==> src/rtl/rv_muldiv_unit.sv <==
// Iterative RV32M multiply/divide unit: shift-add multiply, restoring divide.
// Optional MULDIV_FAST_MUL_EN: single-cycle combinational multiply, divide unchanged.
//
// state | meaning
// ------+-------------------------------------------------------------
// IDLE  | waiting for start; operands latched on the start edge
// CALC  | one multiply/divide bit per cycle, counter XLEN-1 down to 0
// DONE  | result registered, done pulse for one cycle
module rv_muldiv_unit #(
  parameter int XLEN = 32
) (
  input  logic            clk,
  input  logic            rstn,
  input  logic            start,
  input  logic [2:0]      op,
  input  logic [XLEN-1:0] a,
  input  logic [XLEN-1:0] b,
  input  logic            cancel,
  output logic            busy,
  output logic            done,
  output logic [XLEN-1:0] result
);

  localparam int CW = (XLEN > 1) ? $clog2(XLEN) : 1;
  localparam logic [XLEN-1:0] MIN_NEG = {1'b1, {(XLEN-1){1'b0}}};

  typedef enum logic [1:0] {IDLE, CALC, DONE} state_t;

  state_t              state_q, state_d;
  logic [CW-1:0]       cnt_q, cnt_d;
  logic [2:0]          op_q, op_d;
  logic                neg_q, neg_d;
  logic [XLEN-1:0]     mb_q, mb_d;
  logic [2*XLEN-1:0]   acc_q, acc_d;
  logic [XLEN-1:0]     rem_q, rem_d;
  logic [XLEN-1:0]     result_q, result_d;

  logic                a_signed, b_signed, sa, sb, neg_in;
  logic [XLEN-1:0]     mag_a, mag_b;
  logic                div_zero, div_ovf;
  logic [XLEN:0]       mul_sum;
  logic [2*XLEN-1:0]   mul_acc, prod_fix;
  logic [XLEN:0]       div_shift;
  logic                div_qbit;
  logic [XLEN-1:0]     div_rem;
  logic [2*XLEN-1:0]   div_acc;
  logic [XLEN-1:0]     quo, fin_res;

  function automatic logic [XLEN-1:0] mul_pick(input logic [2:0] o,
                                                input logic [2*XLEN-1:0] p);
    return (o == 3'd0) ? p[XLEN-1:0] : p[2*XLEN-1:XLEN];
  endfunction

  // MUL is treated as signed; its low half is identical either way.
  always_comb begin
    a_signed = (op != 3'd3) && (op != 3'd5) && (op != 3'd7);
    b_signed = (op == 3'd0) || (op == 3'd1) || (op == 3'd4) || (op == 3'd6);
    sa       = a_signed && a[XLEN-1];
    sb       = b_signed && b[XLEN-1];
    mag_a    = sa ? -a : a;
    mag_b    = sb ? -b : b;
    if (op[2] && op[1]) neg_in = sa;
    else                neg_in = sa ^ sb;
    div_zero = op[2] && (b == '0);
    div_ovf  = op[2] && !op[0] && (a == MIN_NEG) && (b == '1);
  end

  always_comb begin
    mul_sum   = {1'b0, acc_q[2*XLEN-1:XLEN]} + (acc_q[0] ? {1'b0, mb_q} : '0);
    mul_acc   = {mul_sum, acc_q[XLEN-1:1]};
    div_shift = {rem_q, acc_q[XLEN-1]};
    div_qbit  = (div_shift >= {1'b0, mb_q});
    div_rem   = div_qbit ? XLEN'(div_shift - {1'b0, mb_q}) : div_shift[XLEN-1:0];
    div_acc   = {acc_q[2*XLEN-1:XLEN], acc_q[XLEN-2:0], div_qbit};
    prod_fix  = neg_q ? -mul_acc : mul_acc;
    quo       = div_acc[XLEN-1:0];
    case (op_q)
      3'd4, 3'd5: fin_res = neg_q ? -quo : quo;
      3'd6, 3'd7: fin_res = neg_q ? -div_rem : div_rem;
      default:    fin_res = mul_pick(op_q, prod_fix);
    endcase
  end

`ifdef MULDIV_FAST_MUL_EN
  logic [2*XLEN-1:0] fast_mag, fast_prod;
  always_comb begin
    fast_mag  = {{XLEN{1'b0}}, mag_a} * {{XLEN{1'b0}}, mag_b};
    fast_prod = neg_in ? -fast_mag : fast_mag;
  end
`endif

  always_comb begin
    state_d  = state_q;
    cnt_d    = cnt_q;
    op_d     = op_q;
    neg_d    = neg_q;
    mb_d     = mb_q;
    acc_d    = acc_q;
    rem_d    = rem_q;
    result_d = result_q;
    case (state_q)
      IDLE: begin
        if (start) begin
          op_d  = op;
          neg_d = neg_in;
          mb_d  = mag_b;
          acc_d = {{XLEN{1'b0}}, mag_a};
          rem_d = '0;
          cnt_d = CW'(XLEN-1);
          if (div_zero) begin
            state_d  = DONE;
            result_d = op[1] ? a : '1;
          end else if (div_ovf) begin
            state_d  = DONE;
            result_d = op[1] ? '0 : a;
          end
`ifdef MULDIV_FAST_MUL_EN
          else if (!op[2]) begin
            state_d  = DONE;
            result_d = mul_pick(op, fast_prod);
          end
`endif
          else begin
            state_d = CALC;
          end
        end
      end
      CALC: begin
        if (cancel) begin
          state_d = IDLE;
        end else begin
          acc_d = op_q[2] ? div_acc : mul_acc;
          rem_d = op_q[2] ? div_rem : rem_q;
          if (cnt_q == '0) begin
            state_d  = DONE;
            result_d = fin_res;
          end else begin
            cnt_d = cnt_q - 1'b1;
          end
        end
      end
      DONE:    state_d = IDLE;
      default: state_d = IDLE;
    endcase
  end

  always_ff @(posedge clk or negedge rstn) begin
    if (!rstn) begin
      state_q  <= IDLE;
      cnt_q    <= '0;
      op_q     <= '0;
      neg_q    <= 1'b0;
      mb_q     <= '0;
      acc_q    <= '0;
      rem_q    <= '0;
      result_q <= '0;
    end else begin
      state_q  <= state_d;
      cnt_q    <= cnt_d;
      op_q     <= op_d;
      neg_q    <= neg_d;
      mb_q     <= mb_d;
      acc_q    <= acc_d;
      rem_q    <= rem_d;
      result_q <= result_d;
    end
  end

  assign busy   = (state_q == CALC);
  assign done   = (state_q == DONE);
  assign result = result_q;

endmodule

==> config.mk <==
export PLATFORM = sky130hd
export DESIGN_NAME = rv_muldiv_unit
export DESIGN_NICKNAME = d
export VERILOG_FILES = /design/src/rtl/rv_muldiv_unit.sv
export SDC_FILE = /design/constraint.sdc
export NUM_CORES = 1
export LEC_CHECK = 0
export CORE_ASPECT_RATIO = 1.5
export CORE_MARGIN = 2
export CORE_UTILIZATION = 30
export DETAILED_ROUTE_END_ITERATION = 10
export SYNTH_ARGS = -nofsm -noshare
export SYNTH_HDL_FRONTEND = slang
export SYNTH_SLANG_ARGS = --single-unit
==> constraint.sdc <==
create_clock -name clk -period 7.7 [get_ports clk]
set_clock_uncertainty 0.1 [all_clocks]
set_input_delay 1.54 -clock clk [delete_from_list [all_inputs] [get_ports clk]]
set_output_delay 1.54 -clock clk [all_outputs]
set_load 0.005 [all_outputs]
==> results of run 1 <==
-- how the worst min path moves through the flow --
stage,start,endpoint,slack (ns),cells after the start
after global placement,mb_q[2],mb_q[2],0.37,2
after CTS,mb_q[28],mb_q[28],0.39,2
after detailed placement,mb_q[28],mb_q[28],0.37,2
after floorplan,mb_q[10],mb_q[10],0.35,2
final,mb_q[28],mb_q[28],0.39,2
after global routing,mb_q[20],mb_q[20],0.40,2
-- through the flow --
stage	worst slack [ns]	util [%]	power (mW)	hold WS [ns]
floorplan	2.17	-	5.26	0.350
global placement	1.21	33.1	7.13	0.366
detailed placement	1.16	33.1	7.19	0.372
CTS	1.63	34.1	8.16	0.390
global route	1.39	34.1	8.79	0.405
finish	1.59	34.1	8.24	0.386
-- metal layers --
| layer | GRT usage [%] | vias to the layer above | wire (um) |
|---|---|---|---|
| li1 | - | 8781 | - |
| met1 | 27.7 | 9116 | 29300 |
| met2 | 42.3 | 681 | 36900 |
| met3 | 3.12 | 195 | 3650 |
| met4 | 19.9 | 2 | 6930 |
| met5 | 0 | - | 11 |
-- power by group --
| part | switching [mW] | internal (mW) | total, mW |
|---|---|---|---|
| sequential | 0.460 | 1.23 | 1.69 |
| combinational | 3.73 | 1.89 | 5.62 |
| clock | 0.467 | 0.464 | 0.932 |
-- worst max-delay path, cell delays in order --
cell and delay, ns:
clkdlybuf4s50_1 0.54, or4_1 0.60, nor4_1 0.86, nand4_1 0.50, o21ai_0 0.51, o31ai_4 0.07, buf_4 0.25, inv_2 0.56
nand2_1 0.18, a211o_1 0.30, o32ai_1 0.28, a21oi_1 0.10
-- state kept, by name, summed over array words and instances, names as in the netlist --
signal   count
acc_q       64
cnt_q        5
mb_q        32
neg_q        1
op_q         3
rem_q       32
result      32
state_q      2
-- area by class of cell --
type	count	share of cell area, %
well taps	777	4.83
inverters	84	1.57
multi-input cells	1994	63.1
repair buffers	132	6.28
flip-flops and latches	171	21.3
clock inverters	15	0.882
clock buffers	17	2.11
-- cell families after synthesis --
kind of cell | after synthesis
compound gates | 755
xor+xnor | 211
fa+ha+maj | 102
buf+inv | 252
flops | 171
mux | 56
simple gates | 870
-- synth_stat cells (14+ instances only) --
| library cell | instances |
|---|---|
| nand2_1 | 333 |
| o21ai_0 | 271 |
| nor2_1 | 194 |
| dfrtp_1 | 171 |
| clkbuf_1 | 127 |
| a21oi_1 | 122 |
| xnor2_1 | 120 |
| xor2_1 | 91 |
| inv_1 | 80 |
| ha_1 | 72 |
| nor3_1 | 64 |
| mux2i_1 | 52 |
| nand4_1 | 47 |
| nand3_1 | 43 |
| o31ai_1 | 43 |
| or3_1 | 39 |
| a211oi_1 | 38 |
| o211ai_1 | 34 |
| a31oi_1 | 33 |
| maj3_1 | 28 |
| buf_2 | 27 |
| nor4_1 | 27 |
| a22o_1 | 26 |
| a21o_1 | 24 |
| nand2b_1 | 20 |
| and2_1 | 18 |
| a221oi_1 | 14 |
-- cell usage in the layout (no fill, tap or decap), types with 27 or more instances in the layout --
cell / n
a21oi_1: 122
mux2i_1: 52
o31ai_1: 42
o21ai_0: 271
a31oi_1: 33
buf_4: 27
or3_1: 39
ha_1: 72
nor4_1: 27
xnor2_1: 120
a211oi_1: 38
xor2_1: 91
nor2_1: 192
nand2_1: 332
maj3_1: 28
nor3_1: 63
dfrtp_1: 169
nand4_1: 47
clkdlybuf4s50_1: 103
nand3_1: 43
o211ai_1: 34
inv_1: 80
==> results by group, run 1 <==
Yosys
  – Post-synthesis sequential area ratio: 23.9%
  – Multiplexer share of the synthesized area: ~3.3%
  – Cell area after synthesis: 0.0179 sq mm
  – Main synth FF type: dfrtp_1
  – Synth Warn #: 0
  – Area leader, netlist: dfrtp_1
  – Largest cells by area after synthesis: dfrtp_1 (24%), o21ai_0 (7.6%), nand2_1 (7.0%)
  – Post-synth EDFFs: 0
  – Area share of fa/ha/maj cells after synthesis: 6.81%
  – Post-Syn Area per Cell: 7.42 sq um
  – Synth cell types: 99
  – Synth Area in XOR/XNOR: between 10 and 15%
  – Post-synth ARST share: between 90% and 100%
  – Compound-gate portion of the synthesized area: 27.2%
  – Yosys reg bits: approximately 170
  – Largest family of logic cells by synthesized area: compound AO/OA/AOI/OAI gates
  – Mapped Nets: about 2.6k
  – Share of the synthesized area in the top cell type: about a quarter
  – Mapped Cells: between 2k and 2.5k
  – Synth Area in Simple Gates: a little under a quarter

Global routing
  – First-pass GRT wire length: ~120000 um
  – Gr ovfl total: 0
  – Initial antenna violation count: 1
  – Largest net degree at the start of global routing: ~170
  – Vias in the first global route: 18.4k
  – GRT Resource Usage Total: 24.7%

Worst setup path
  – Reg2reg setup slack: roughly 1.9 ns
  – Type of origin of the critical path: primary input
  – R2R depth: 14
  – Crit path DAT: around 6.4 ns
  – Reg-to-Reg Start: acc_q[0]
  – CP Class: in -> reg
  – Setup crit end kind: flip-flop
  – Critical Path RT: ~8.0 ns
  – Worst setup path end: result[29]
  – R2R Path End: result[30]
  – Worst setup path startpoint: a[27]
  – Crit-path max FO: 37

CTS
  – Root Driver: clkbuf_16
  – CTS resizes: 0
  – TritonCTS clock tree: yes
  – CTS Sinks: about 170
  – CTS Buf Count: 17
  – Post-cts hold buffer count: 0
  – H-tree levels: 4
  – Clock Path Buffers: 2
  – Clock transition at path regs: roughly 0.080 ns
  – Post-CTS setup buffers: 0
  – Skew-Pair Late Insertion Delay: around 0.47 ns

Final layout
  – Fillers: roughly 6.3k
  – FF+latch area: 0.00428 sq mm
  – Design area: between 0.02 and 0.025 sq mm
  – Non-Filler Instances: ~3.2k
  – Inserted Diodes: 0
  – Fraction of layout cells with a size suffix above 1: under 10%
  – Area delta synth->final: 12.4%
  – Fin nets: approximately 2.5k
  – Area of the multi-input gates: 0.0127 sq mm

Die
  – Row Count: 109
  – Full die area: around 0.06 sq mm
  – Die W: just over 200 um
  – Starting Density: between 30% and 40%
  – IO Count: about 110
  – Height of the die: 303 um
  – Core Region: approximately 0.059 sq mm

Routing
  – Post-route ant nets: 0
  – Drt wl/cell: 24.1 um
  – Vias per cell: between 5 and 6
  – Overall routed net length: ~77000 um
  – # DRC: 0
  – Vias: 18.8k
  – 1st-iter DRT viols: about 1.5k
  – First-pass DRT Iterations: 5

Place
  – DP HPWL: 60200 um
  – Cell count after placement: approximately 3.2k
  – Placed cell area: roughly 0.020 sq mm
  – Routability cong.: ~1
  – # port buffers: ~100

STA
  – RSZ-0062 raised after global routing: no
  – Final period util: 79.3%
  – Setup violators final: 0
  – Final min period: approximately 6.1 ns
  – Fmax: ~0.16 GHz
  – Slew Limit Headroom: roughly 14%
  – Total Neg Setup Slack: 0 ns
  – Max Slew Vio Count: 0
  – Slew @ Worst Pin: around 1.3 ns
  – Final Hold Viols: 0

Job
  – Max cap viols: 0

Outcome
  – Outcome: finished, final reports clean

Power
  – Peak supply drop: 0.000184 V
  – Pleak: between 7 and 8 nW
  – P per Cell Area: just over 400 mW/mm^2

Hold path
  – Hold Path Class: reg -> reg
(Power assumes the default switching activity.)
==> run 2: changes to the inputs <==
- clock period: 7.7 -> 5.85 ns (I/O delays scaled with it)
==> results by group, run 2 (synthesis gave the netlist of run 1 again) <==
Place
  – Routability cong.: 0.988
  – DP HPWL: 62000 um
  – # port buffers: approximately 100
  – Post-Place Worst Slack: a little over 0.4 ns

Global routing
  – Initial antenna violation count: 1
  – Largest net degree at the start of global routing: 110
  – GRT Resource Usage Total: 25.3%
  – Vias in the first global route: 18.8k
  – First-pass GRT wire length: 118000 um
  – Gr ovfl total: 0

STA
  – Final Hold Viols: 0
  – Setup violators final: 0
  – Fmax: about 0.18 GHz
  – Max Slew Vio Count: 0
  – RSZ-0062 raised after global routing: no
  – Slew @ Worst Pin: 0.969 ns
  – Total Neg Setup Slack: 0 ns
  – Post-route setup slack: roughly 0.44 ns
  – Slew Limit Headroom: between 30% and 40%
  – Final min period: between 5 and 6 ns
  – Final period util: a little over 90%

Routing
  – # DRC: 0
  – Drt wl/cell: roughly 24 um
  – Overall routed net length: approximately 79000 um
  – Post-route ant nets: 0
  – First-pass DRT Iterations: 6
  – 1st-iter DRT viols: between 1.5k and 2k
  – Vias: 19.2k
  – Vias per cell: slightly below 6

CTS
  – CTS Sinks: between 150 and 200
  – Clock Path Buffers: 2
  – Post-cts hold buffer count: 0
  – Post-CTS setup buffers: 0
  – CTS resizes: 0
  – H-tree levels: 4
  – Skew-Pair Late Insertion Delay: between 0.4 and 0.5 ns
  – Root Driver: clkbuf_16
  – CTS Buf Count: 17
  – Clock transition at path regs: around 0.080 ns
  – TritonCTS clock tree: yes

Power
  – Sw power: between 6 and 7 mW
  – Pleak: between 8 and 9 nW
  – P per Cell Area: roughly 540 mW/mm^2
  – Combinational share of power: between 60% and 70%
  – Total power: about 11 mW
  – Internal power: between 4 and 5 mW
  – Sequential Power Share: between 20% and 30%
  – Clk pwr share: 10.9%
  – Peak supply drop: about 0.00026 V
  – Switching share of total power: around 56%

Final layout
  – Area of the multi-input gates: 0.0127 sq mm
  – Most frequent cells in the layout: nand2_1 (332), o21ai_0 (271), nor2_1 (193)
  – Fillers: 6265
  – Max FFs per register: 64
  – FF+latch area: between 0.004 and 0.005 sq mm
  – Most common cell after layout, fill and taps aside: nand2_1
  – Fin nets: 2595
  – Fraction of layout cells with a size suffix above 1: approximately 6.9%
  – Most flop-heavy register: acc_q
  – Area delta synth->final: 14.4%

Job
  – Max cap viols: 0

Worst setup path
  – Setup crit end kind: flip-flop
  – R2R depth: 15
  – CP Class: reg -> reg
  – Crit-path max FO: 5
  – Type of origin of the critical path: flip-flop
  – Critical Path RT: between 6 and 7 ns
  – Crit path DAT: 5.65 ns

Die
  – IO Count: roughly 110
  – Die W: about 200 um
  – Row Count: 109
  – Core Region: approximately 0.059 sq mm
  – Height of the die: roughly 300 um
  – Starting Density: a little under a third
  – Full die area: about 0.062 sq mm

Outcome
  – Outcome: finished, final reports clean

Hold path
  – Hold path depth: 2
  – Hold Path Class: reg -> reg
-- run 2: cell types whose count changed in the layout (fill, tap and decap cells not counted), sizes merged --
cell	change
diode	+1
clkinv	-1
inv	-1
buf	+50
clkbuf	+1
-- run 2: power by group through the flow --
stage                     logic, mW  clock network [mW]  registers [mW]
after CTS                      7.50                1.22            2.23
after global placement         7.40                   0            2.24
after floorplan                5.08                   0            1.83
after global routing           8.26                1.25            2.29
after detailed placement       7.45                   0            2.25
final                          7.62                1.20            2.24
-- run 2: layout make-up --
type / instances / share of cell area (%)
sequential: 171 / 20.9
antenna: 1 / 0.0122
tap: 777 / 4.74
clock buffer: 18 / 2.14
inverter: 84 / 1.54
timing repair buffer: 182 / 8.06
multi-input combinational: 1994 / 62.0
clock inverter: 13 / 0.653
-- run 2: per-stage QoR --
| stage | hold slack, ns | cells | util (%) | instance area (sq um) |
|---|---|---|---|---|
| 2_1_floorplan | 0.350 | 2417 | - | 17900 |
| 3_3_place_gp | 0.369 | 3208 | 33.7 | 19900 |
| 3_5_place_dp | 0.375 | 3208 | 33.7 | 19900 |
| 4_1_cts | 0.393 | 3239 | 34.7 | 20500 |
| 5_1_grt | 0.411 | 3239 | 34.7 | 20500 |
| 6_report | 0.385 | 3240 | 34.7 | 20500 |
-- run 2: critical path: stages (launching register included) --
cell,delay (ns)
dfrtp_1,0.41
clkinv_1,0.22
nor2_1,0.71
ha_1,0.39
a211oi_2,0.11
o31a_1,0.38
nor4_1,0.71
nor2_1,0.11
o311a_1,0.44
or3_1,0.44
o41ai_2,0.38
xor2_1,0.27
o21ai_1,0.10
a221oi_1,0.30
buf_4,0.15
o21ai_1,0.05
-- run 2: worst paths after layout --
| path | slack, ns | startpoint | endpoint |
|---|---|---|---|
| worst max-delay path | 0.44 | acc_q[0] | result[18] |
| worst min-delay path | 0.38 | mb_q[19] | mb_q[19] |
| worst max register to register | 0.44 | acc_q[0] | result[18] |
| worst min register to register | 0.38 | mb_q[19] | mb_q[19] |
| max in group asynchronous | 3.89 | rstn | acc_q[42] |
| min in group asynchronous | 0.69 | rstn | op_q[0] |
-- run 2: routing by layer --
metal | vias to the layer above | GRT usage (%) | part of all wire [%] | wire (um)
met5 | - | 0 | 0.017 | 13
met4 | 2 | 21.0 | 9.5 | 7460
met3 | 212 | 2.46 | 4.6 | 3630
met2 | 763 | 43.8 | 48 | 37800
met1 | 9344 | 28.3 | 38 | 29700
li1 | 8859 | - | - | -
==> run 3: changes to the inputs <==
- CORE_MARGIN: 2 -> unset
- CORE_UTILIZATION: 30 -> 40
==> results by group, run 3 (synthesis gave the netlist of run 1 again) <==
Die
  – Core Region: ~0.044 sq mm
  – IO Count: 105
  – Starting Density: between 40% and 50%
  – Height of the die: ~260 um
  – Full die area: ~0.046 sq mm
  – Die W: ~170 um
  – Row Count: 94

Worst setup path
  – Crit path DAT: 5.85 ns
  – Setup crit end kind: flip-flop
  – Worst setup path startpoint: rem_q[1]
  – Critical Path RT: between 6 and 7 ns
  – CP Class: reg -> reg
  – Type of origin of the critical path: flip-flop
  – Crit-path max FO: 11
  – Reg-to-Reg Start: rem_q[1]

Place
  – Post-Place Worst Slack: around 0.20 ns
  – Routability cong.: 1.06
  – Placed cell area: 0.0197 sq mm
  – # port buffers: 104
  – DP HPWL: ~64000 um
  – Cell count after placement: approximately 3k

Final layout
  – Non-Filler Instances: 3044
  – Max FFs per register: 64
  – Fin nets: about 2.6k
  – Most common cell after layout, fill and taps aside: nand2_1
  – Most frequent cells in the layout: nand2_1 (332), o21ai_0 (271), nor2_1 (193)
  – Fraction of layout cells with a size suffix above 1: around 7%
  – Most flop-heavy register: acc_q
  – Design area: 0.0203 sq mm
  – Post-layout util: about 46%
  – Area delta synth->final: 13.1%

STA
  – Final min period: around 5.6 ns
  – RSZ-0062 raised after global routing: no
  – Setup violators final: 0
  – Slew Limit Headroom: between 10% and 20%
  – Final Hold Viols: 0
  – Fmax: around 0.18 GHz
  – Post-route setup slack: around 0.22 ns
  – Max Slew Vio Count: 0
  – Slew @ Worst Pin: around 1.3 ns
  – Total Neg Setup Slack: 0 ns
  – Final period util: 96.2%

Power
  – Pleak: roughly 8.1 nW
  – P per Cell Area: ~560 mW/mm^2
  – Peak supply drop: 0.000311 V

Global routing
  – Gr ovfl total: 0
  – GRT Resource Usage Total: between 30% and 40%
  – Largest net degree at the start of global routing: 88
  – Vias in the first global route: approximately 19k
  – First-pass GRT wire length: 120000 um
  – Initial antenna violation count: 6

Job
  – Max cap viols: 0

CTS
  – Post-cts hold buffer count: 0
  – TritonCTS clock tree: yes
  – Clock transition at path regs: ~0.080 ns
  – Root Driver: clkbuf_16
  – CTS Sinks: approximately 170
  – CTS Buf Count: 17
  – Clock Path Buffers: 2
  – H-tree levels: 4
  – Skew-Pair Late Insertion Delay: 0.47 ns

Routing
  – First-pass DRT Iterations: 6
  – Overall routed net length: 80900 um
  – # DRC: 0
  – Vias: approximately 19k
  – Vias per cell: 6.36
  – 1st-iter DRT viols: around 1.4k
  – Drt wl/cell: roughly 27 um
  – Post-route ant nets: 0

Outcome
  – Outcome: finished, final reports clean

Hold path
  – Min-delay src: mb_q[27]
  – Hold Path Class: reg -> reg
[run 3: final cells by class]
class | count | area (sq um)
diodes | 2 | 5.00
clock buffers | 19 | 433
clock inverters | 13 | 159
fillers | 4517 | 23700
inverters | 84 | 315
multi-input cells | 1994 | 12700
flip-flops and latches | 171 | 4280
well taps | 576 | 721
repair buffers | 185 | 1650
[run 3: what timing repair did]
item                                    in CTS  in global routing
hold endpoints to repair                     0                  0
gates resized for setup                      0                  1
endpoints found under the setup margin       0                  7
setup buffers                                0                  1
[run 3: worst paths after layout]
kind | cells past startpoint | endpoint | slack, ns
worst max-delay path | 19 | result[18] | 0.22
worst min-delay path | 2 | mb_q[27] | 0.38
worst max register to register | 19 | result[18] | 0.22
worst min register to register | 2 | mb_q[27] | 0.38
max in group asynchronous | 2 | mb_q[4] | 3.67
min in group asynchronous | 1 | acc_q[7] | 0.68
[run 3: routing by layer]
layer,track usage (%),wire length [um]
met5,0,57
met4,34.3,8840
met3,5.57,5010
met2,59.4,37900
met1,37.6,29000
[run 3: report_power, final]
part	leakage [nW]	internal, mW	switching [mW]
sequential	2.18	1.62	0.620
combinational	5.68	2.65	5.20
clock	0.283	0.643	0.590
total	8.14	4.91	6.41
[run 3: worst max-delay path, stage by stage (launching register included)]
cell	delay, ns
dfrtp_1	0.47
ha_1	0.47
nand4_1	0.37
nor3_2	0.30
buf_4	0.15
a31oi_1	0.11
a32o_2	0.36
nand3_4	0.14
inv_2	0.06
mux2i_1	0.23
ha_1	0.22
nand3b_1	0.09
or3_1	0.33
or3_1	0.38
or4_1	0.46
a21oi_1	0.28
a21oi_1	0.15
xnor2_1	0.20
a221oi_1	0.52
o21ai_1	0.10
[run 3: metrics by stage]
| step | hold slack, ns | power (mW) |
|---|---|---|
| after detailed placement | 0.365 | 9.80 |
| after global placement | 0.365 | 9.77 |
| after floorplan | 0.350 | 6.92 |
| final | 0.380 | 11.3 |
| after CTS | 0.384 | 11.1 |
| after global routing | 0.407 | 11.9 |
